<file path="src/rtl/oclib_pkg.sv">
// Shared definitions for the protection-gate blocks.
//
// Contents:
//   ProtectGateDefaultHold    default number of consecutive cycles `unlocked`
//                             must be high before the gate may open
//   ProtectGateStatsWidth     counter width assumed by CSR consumers of the
//                             statistics struct
//   protect_gate_stats_s      {passCount, blockCount} bundle for the CSR block
package oclib_pkg;

    localparam int ProtectGateDefaultHold = 16;
    localparam int ProtectGateStatsWidth  = 32;

    typedef struct packed {
        logic [ProtectGateStatsWidth-1:0] passCount;
        logic [ProtectGateStatsWidth-1:0] blockCount;
    } protect_gate_stats_s;

endpackage : oclib_pkg

</file>
<file path="src/rtl/oc_protect_gate_qual.sv">
// Unlock qualifier: filters the `unlocked` status so that the gate only sees
// an unlock that has been stable for UnlockHoldCycles consecutive cycles.
//
// Ports:
//   clock      in   sole clock
//   reset      in   synchronous, active-high
//   unlocked   in   raw unlock status from the protection block
//   qualified  out  unlock has been held long enough (and is still high)
module oc_protect_gate_qual
    import oclib_pkg::*;
#(
    parameter int UnlockHoldCycles = ProtectGateDefaultHold
) (
    input  logic clock,
    input  logic reset,
    input  logic unlocked,
    output logic qualified
);

    localparam int HoldWidth = $clog2(UnlockHoldCycles + 1);
    localparam logic [HoldWidth-1:0] HoldMax = HoldWidth'(UnlockHoldCycles);

    logic [HoldWidth-1:0] hold_q;
    logic [HoldWidth-1:0] hold_d;

    always_comb begin
        hold_d = hold_q;
        if (!unlocked) begin
            hold_d = '0;
        end else if (hold_q != HoldMax) begin
            hold_d = hold_q + HoldWidth'(1);
        end
    end

    always_ff @(posedge clock) begin
        if (reset) begin
            hold_q <= '0;
        end else begin
            hold_q <= hold_d;
        end
    end

    // Gating with the live `unlocked` makes a drop take effect in the same
    // cycle, so the gate register can close one cycle after the low sample.
    assign qualified = unlocked && (hold_q == HoldMax);

endmodule : oc_protect_gate_qual

</file>
<file path="src/rtl/oc_protect_gate.sv">
// License-enforcement gate for a valid/ready packet stream. The gate opens
// only after `unlocked` is qualified and changes state only on packet
// boundaries, so downstream never sees a truncated packet.
//
// Build option: define OC_PROTECT_GATE_DROP_EN to consume and discard
// traffic while closed (drop mode); otherwise the closed gate backpressures
// upstream (backpressure mode).
//
// Ports:
//   clock, reset          sole clock; synchronous active-high reset
//   unlocked              unlock status from the protection block
//   inValid/inReady       upstream handshake
//   inData/inLast         upstream payload and end-of-packet marker
//   outValid/outReady     downstream handshake
//   outData/outLast       downstream payload and end-of-packet marker
//   gateOpen              gate state currently applied to traffic
//   passCount             packets forwarded (saturating)
//   blockCount            packets dropped (drop mode) or blocked cycles
//                         (backpressure mode), saturating
//
// Handshake: a beat transfers on a cycle where valid and ready are both high.
// outValid never depends on outReady; while open the path is purely
// combinational (no storage), while closed outValid is held low.
module oc_protect_gate
    import oclib_pkg::*;
#(
    parameter int DataWidth        = 32,
    parameter int UnlockHoldCycles = ProtectGateDefaultHold,
    parameter int CountWidth       = 32
) (
    input  logic                  clock,
    input  logic                  reset,
    input  logic                  unlocked,
    input  logic                  inValid,
    output logic                  inReady,
    input  logic [DataWidth-1:0]  inData,
    input  logic                  inLast,
    output logic                  outValid,
    input  logic                  outReady,
    output logic [DataWidth-1:0]  outData,
    output logic                  outLast,
    output logic                  gateOpen,
    output logic [CountWidth-1:0] passCount,
    output logic [CountWidth-1:0] blockCount
);

    logic qualified;

    oc_protect_gate_qual #(
        .UnlockHoldCycles(UnlockHoldCycles)
    ) u_qual (
        .clock    (clock),
        .reset    (reset),
        .unlocked (unlocked),
        .qualified(qualified)
    );

    logic gate_q, gate_d;
    logic in_packet_q, in_packet_d;
    logic [CountWidth-1:0] pass_q, pass_d;
    logic [CountWidth-1:0] block_q, block_d;

    logic accept;
    logic closed_ready;
    logic pass_evt;
    logic block_evt;

`ifdef OC_PROTECT_GATE_DROP_EN
    // Closed gate swallows traffic; count whole discarded packets.
    assign closed_ready = 1'b1;
    assign block_evt    = accept & inLast & ~gate_q;
`else
    // Closed gate stalls upstream; count every stalled cycle.
    assign closed_ready = 1'b0;
    assign block_evt    = inValid & ~gate_q;
`endif

    assign inReady  = gate_q ? outReady : closed_ready;
    assign outValid = gate_q & inValid;
    assign outData  = inData;
    assign outLast  = inLast;
    assign gateOpen = gate_q;

    assign accept   = inValid & inReady;
    assign pass_evt = accept & inLast & gate_q;

    always_comb begin
        in_packet_d = in_packet_q;
        gate_d      = gate_q;
        pass_d      = pass_q;
        block_d     = block_q;

        if (accept) begin
            in_packet_d = ~inLast;
        end
        // Only resample the qualifier when the next beat starts a packet, so
        // every beat of a packet sees the same gate value.
        if (!in_packet_d) begin
            gate_d = qualified;
        end
        if (pass_evt && (pass_q != '1)) begin
            pass_d = pass_q + CountWidth'(1);
        end
        if (block_evt && (block_q != '1)) begin
            block_d = block_q + CountWidth'(1);
        end
    end

    always_ff @(posedge clock) begin
        if (reset) begin
            gate_q      <= 1'b0;
            in_packet_q <= 1'b0;
            pass_q      <= '0;
            block_q     <= '0;
        end else begin
            gate_q      <= gate_d;
            in_packet_q <= in_packet_d;
            pass_q      <= pass_d;
            block_q     <= block_d;
        end
    end

    assign passCount  = pass_q;
    assign blockCount = block_q;

endmodule : oc_protect_gate

</file>
<file path="config.mk">
export PLATFORM = sky130hd
export DESIGN_NAME = oc_protect_gate
export DESIGN_NICKNAME = d
export VERILOG_FILES = /design/src/rtl/oclib_pkg.sv /design/src/rtl/oc_protect_gate_qual.sv /design/src/rtl/oc_protect_gate.sv
export SDC_FILE = /design/constraint.sdc
export NUM_CORES = 1
export LEC_CHECK = 0
export ABC_AREA = 1
export ABC_CLOCK_PERIOD_IN_PS = 4100
export CORE_MARGIN = 1.5
export CORE_UTILIZATION = 40
export CTS_BUF_LIST = sky130_fd_sc_hd__clkbuf_2 sky130_fd_sc_hd__clkbuf_4 sky130_fd_sc_hd__clkbuf_8
export DETAILED_ROUTE_END_ITERATION = 10
export GPL_TIMING_DRIVEN = 0
export PLACE_DENSITY = 0.78
export SLEW_MARGIN = 30
export SYNTH_ARGS = -nofsm -noshare
export SYNTH_HDL_FRONTEND = slang
export SYNTH_SLANG_ARGS = --single-unit
</file>
<file path="constraint.sdc">
create_clock -name clock -period 4.1 [get_ports clock]
set_input_delay 1.23 -clock clock [delete_from_list [all_inputs] [get_ports clock]]
set_output_delay 1.23 -clock clock [all_outputs]
set_load 0.05 [all_outputs]
</file>
Word-level counts from Yosys, hierarchy flattened
Index checks and enable logic that the tools add are counted.

Flip-flop bits (word level): 71. Bits in latches: 0. RAM bits: 0. Memory bits (read-only): 0. Output and inout port bits: 100. Logic and storage cells: 26. Memories kept: 0.

$add $sub $neg: 3. Multipliers: 0. Divide/modulo/power cells: 0. Order comparisons: 0. Equality and inequality tests: 4. Shifts and indexed selects: 0. Muxes and demuxes: 2. Bitwise operators: 8. Reduce and logical (&&, ||, !) cells: 4.

Operator list (number): $add A32 B1 Y32 const B (2); $ne A32 B32 Y1 const B (2); $add A5 B1 Y5 const B (1); $and A1 B1 Y1 (5); $eq A5 B5 Y1 const B (1); $ne A5 B5 Y1 const B (1); $logic_and A1 B1 Y1 (3); $not A1 Y1 (3); $mux W1 (2); $reduce_or A2 Y1 (1).

Depth between registers and ports, before layout
Word-level depth: 5. Gate-level depth with buffers: 11.

By module
Synthesis repeated with hierarchy kept, for this count alone.

Cells, all modules: 758. Area, all modules: 4605.7 µm².

By module, submodules not included: oc_protect_gate (instances 1, cells each 720, area an instance 4336.7 µm²); oc_protect_gate_qual (instances 1, cells each 38, area an instance 269.0 µm²).

Worst setup path after synthesis
No wires, ideal clock.

Path type: input port to output port. Start: input port outReady. End: output port inReady. Arrival: 1.614 ns. Slack: 1.256 ns. Stages on the path: 2. Path buffers: 0. Cells stage by stage: nand2_1 > inv_1.

Longest elaborated chain between the ends: 1.

Ends and longest elaborated chain: start: declaration (line oc_protect_gate.sv:39) `input logic outReady,`; $mux W1 (line oc_protect_gate.sv:78) `assign inReady = gate_q ? outReady : closed_ready;`; end: declaration (line oc_protect_gate.sv:35) `output logic inReady,`.

Every way passes these cells.

Worst setup path in the final report
Start: input port inLast. End: output port outLast.

RTL lines: start: declaration (line oc_protect_gate.sv:37) `input logic inLast,`; end: declaration (line oc_protect_gate.sv:41) `output logic outLast,`.

No word-level cell between the ends.

==> reports/qor.csv <==
metric;value;unit
core area;11000;µm²
Diodes inserted;0;
1st-iter DRT viols;232;
Hold WS;0.486;ns
port buffer count;105;
Synth area leaders;dfxtp_1 31%, nand2_1 16%, nor2_1 13%;
mapped cell area;4560;µm²
Critical Path End Type;output pin;
Crit Path Class;in -> out;
Final Hold Fails;0;
delay of the slowest cell on the worst path;0.79;ns
Skew-Pair Late Insertion Delay;0.35;ns
fill count;1074;
flop2flop setup slack;2.29;ns
synth warn;0;
metal3 WL;716;µm
total gr overflow;0;
min-delay src;u_qual.hold_q[4]$_SDFFE_PP0P_;
met2 routed WL;5600;µm
DRC violations left;0;
cts hold-fix bufs;0;
Die H;110;µm
wl on met1;5440;µm
Hold WC Path Type;reg -> reg;
largest net degree at the start of global routing;13;
Antenna Nets Post-Route;0;
routed wire length;12000;µm
initial antenna violation count;0;
Ports;138;
vias in the first global route;4134;
Root Driver;clkbuf_8;
routed via count;4747;
Cell variety after synth;28;
top post-synthesis cells by count;196 x nand2_1, 152 x nor2_1, 71 x dfxtp_1;
Sink Count;71;
Max Cap Viol;0;
Tmin final;3.99;ns
FF-to-FF Start;blockCount[0]$_SDFFE_PP0P_;
via/cell ratio;4.83;
CTS tree;built;
post_cts resized;0;
FF/Latch Area;1420;µm²
CTS Buf Count;9;
Avg Synthesized Cell Area;6.31;µm²
CP most frequent cell;clkdlybuf4s50_1;
fin crit share;97.3;%
Worst Tran Pin Value;0.524;ns
Cell Pwr Density;259;nW/µm²
status;complete, no violations;
WP data arrival;2.76;ns
fin cells;983;
Seq/Total Area, Yosys;31.1;%
Worst EP required;2.87;ns
syn_nets;765;
largest area contributor in the netlist;dfxtp_1;
top-area cell type share of the netlist area;31.1;%
dpl cells;968;
drt wl/cell;12.2;µm
Final Setup Violations;0;
EDFF count, synth;0;
Final Net Count;881;
H-tree depth;3;
type of origin of the critical path;input pin;
critical-path cell list;clkdlybuf4s50_1 > buf_4 > clkdlybuf4s50_1;
Peak VDD IR;153;µV
slowest cell on the critical path;clkdlybuf4s50_1;
Die Wd;110;µm
Seq cells post-synth;71;
aggregate global-route resource usage;20.4;%
Rel. slew slack;65.0;%
Gate Count Post-Synth;723;
DP HPWL;9190;µm
clock skew;0.0134;ns
static leakage;2.38;nW
Crit Path Max Fanout;3;
Crit. Startpoint;inLast;
Starting Density;41.5;%
first-pass GRT wire length;19300;µm
Initial DRT Pass Iterations;5;
DIE AREA;12100;µm²
num rows;38;
area of the multi-input gates;2500;µm²
most common cell in the netlist;nand2_1;
top sig layer;met4;
clock transition at the registers of the reported paths;0.08;ns
fmax;251;MHz
Area Overhead vs Synth;32.2;%
Placer Congestion;0.899;
Top FF cell, synth;dfxtp_1;
Synth async-reset ratio;0;%
Max Buffers Root-to-Sink;2;
post-CTS repair timing setup buffer count;0;
RSZ-0062 raised after global routing;false;
share of layout cells above drive strength 1;13.0;%
fin. max-slew vios;0;
Total Neg Setup Slack;0;ns
worst max-delay path, delay by kind of cell:
kind,cells,cell delay [ns]
buf+inv,3,1.52
power by group:
part / total, mW / internal [mW] / leakage [nW] / switching, mW
Combinational: 0.174 / 0.0672 / 1.69 / 0.107
Sequential: 0.695 / 0.692 / 0.572 / 0.00344
Clock: 0.696 / 0.419 / 0.119 / 0.277
state kept, by name, summed over array words and instances (netlist names):
signal / flops
blockCount: 32
passCount: 32
u_qual.hold_q: 5
gateOpen: 1
in_packet_q: 1
area by class of cell:
cell class / instances / share of cell area [%]
multi-input combinational: 535 / 41.4
sequential: 71 / 23.6
timing repair buffer: 105 / 17.4
buffer: 51 / 6.55
inverter: 66 / 4.11
tap: 140 / 2.90
clock buffer: 10 / 2.28
clock inverter: 5 / 1.76
final timing paths:
check	endpoint	cells past startpoint
hold reg to reg	u_qual.hold_q[4]$_SDFFE_PP0P_	2
setup reg to reg	blockCount[14]$_SDFFE_PP0P_	10
setup / recovery	outLast	3
hold / removal	u_qual.hold_q[4]$_SDFFE_PP0P_	2
kinds of logic (layout without fill, tap and decap cells):
family	Yosys count	count (layout)	share of synthesized area (%)
AOI/OAI and AO/OA	63	63	6.94
and+or+nand+nor	458	458	44.8
adders and majority gates	4	4	1.10
DFF	71	71	31.1
buffers and inverters	117	237	14.1
xor gates and xnor gates	10	10	1.92
layer usage:
metal,up-vias,track usage [%]
met5,-,0
met4,0,6.86
met3,18,4.21
li1,2470,-
met1,2097,27.2
met2,162,32.7
layout by cell type (no fill, tap or decap), types with 2 or more instances in the layout:
cell               n
a21oi_1           57
and2_1             6
buf_2              7
buf_4             34
buf_6              9
bufinv_16          3
clkbuf_8          10
clkdlybuf4s50_1  105
dfxtp_1           71
ha_1               4
inv_1             63
inv_2              3
nand2_1          196
nand2_2            8
nand3_1           43
nand3_2           20
nand3b_1           3
nand4_1           11
nor2_1           152
nor2_2             9
nor2_4             2
nor3_1             4
o21ai_0            5
xnor2_1            4
xor2_1             6
per-stage QoR:
stage	area, µm²	setup WS (ns)	util [%]	power [mW]
global placement	5790	0.146	52.7	0.885
floorplan	4560	1.26	-	0.835
CTS	6030	0.135	54.9	1.59
global route	6030	0.120	54.9	1.63
finish	6030	0.112	54.9	1.57
detailed placement	5790	0.135	52.7	0.887
No activity file was read; power rests on OpenSTA's default activity.
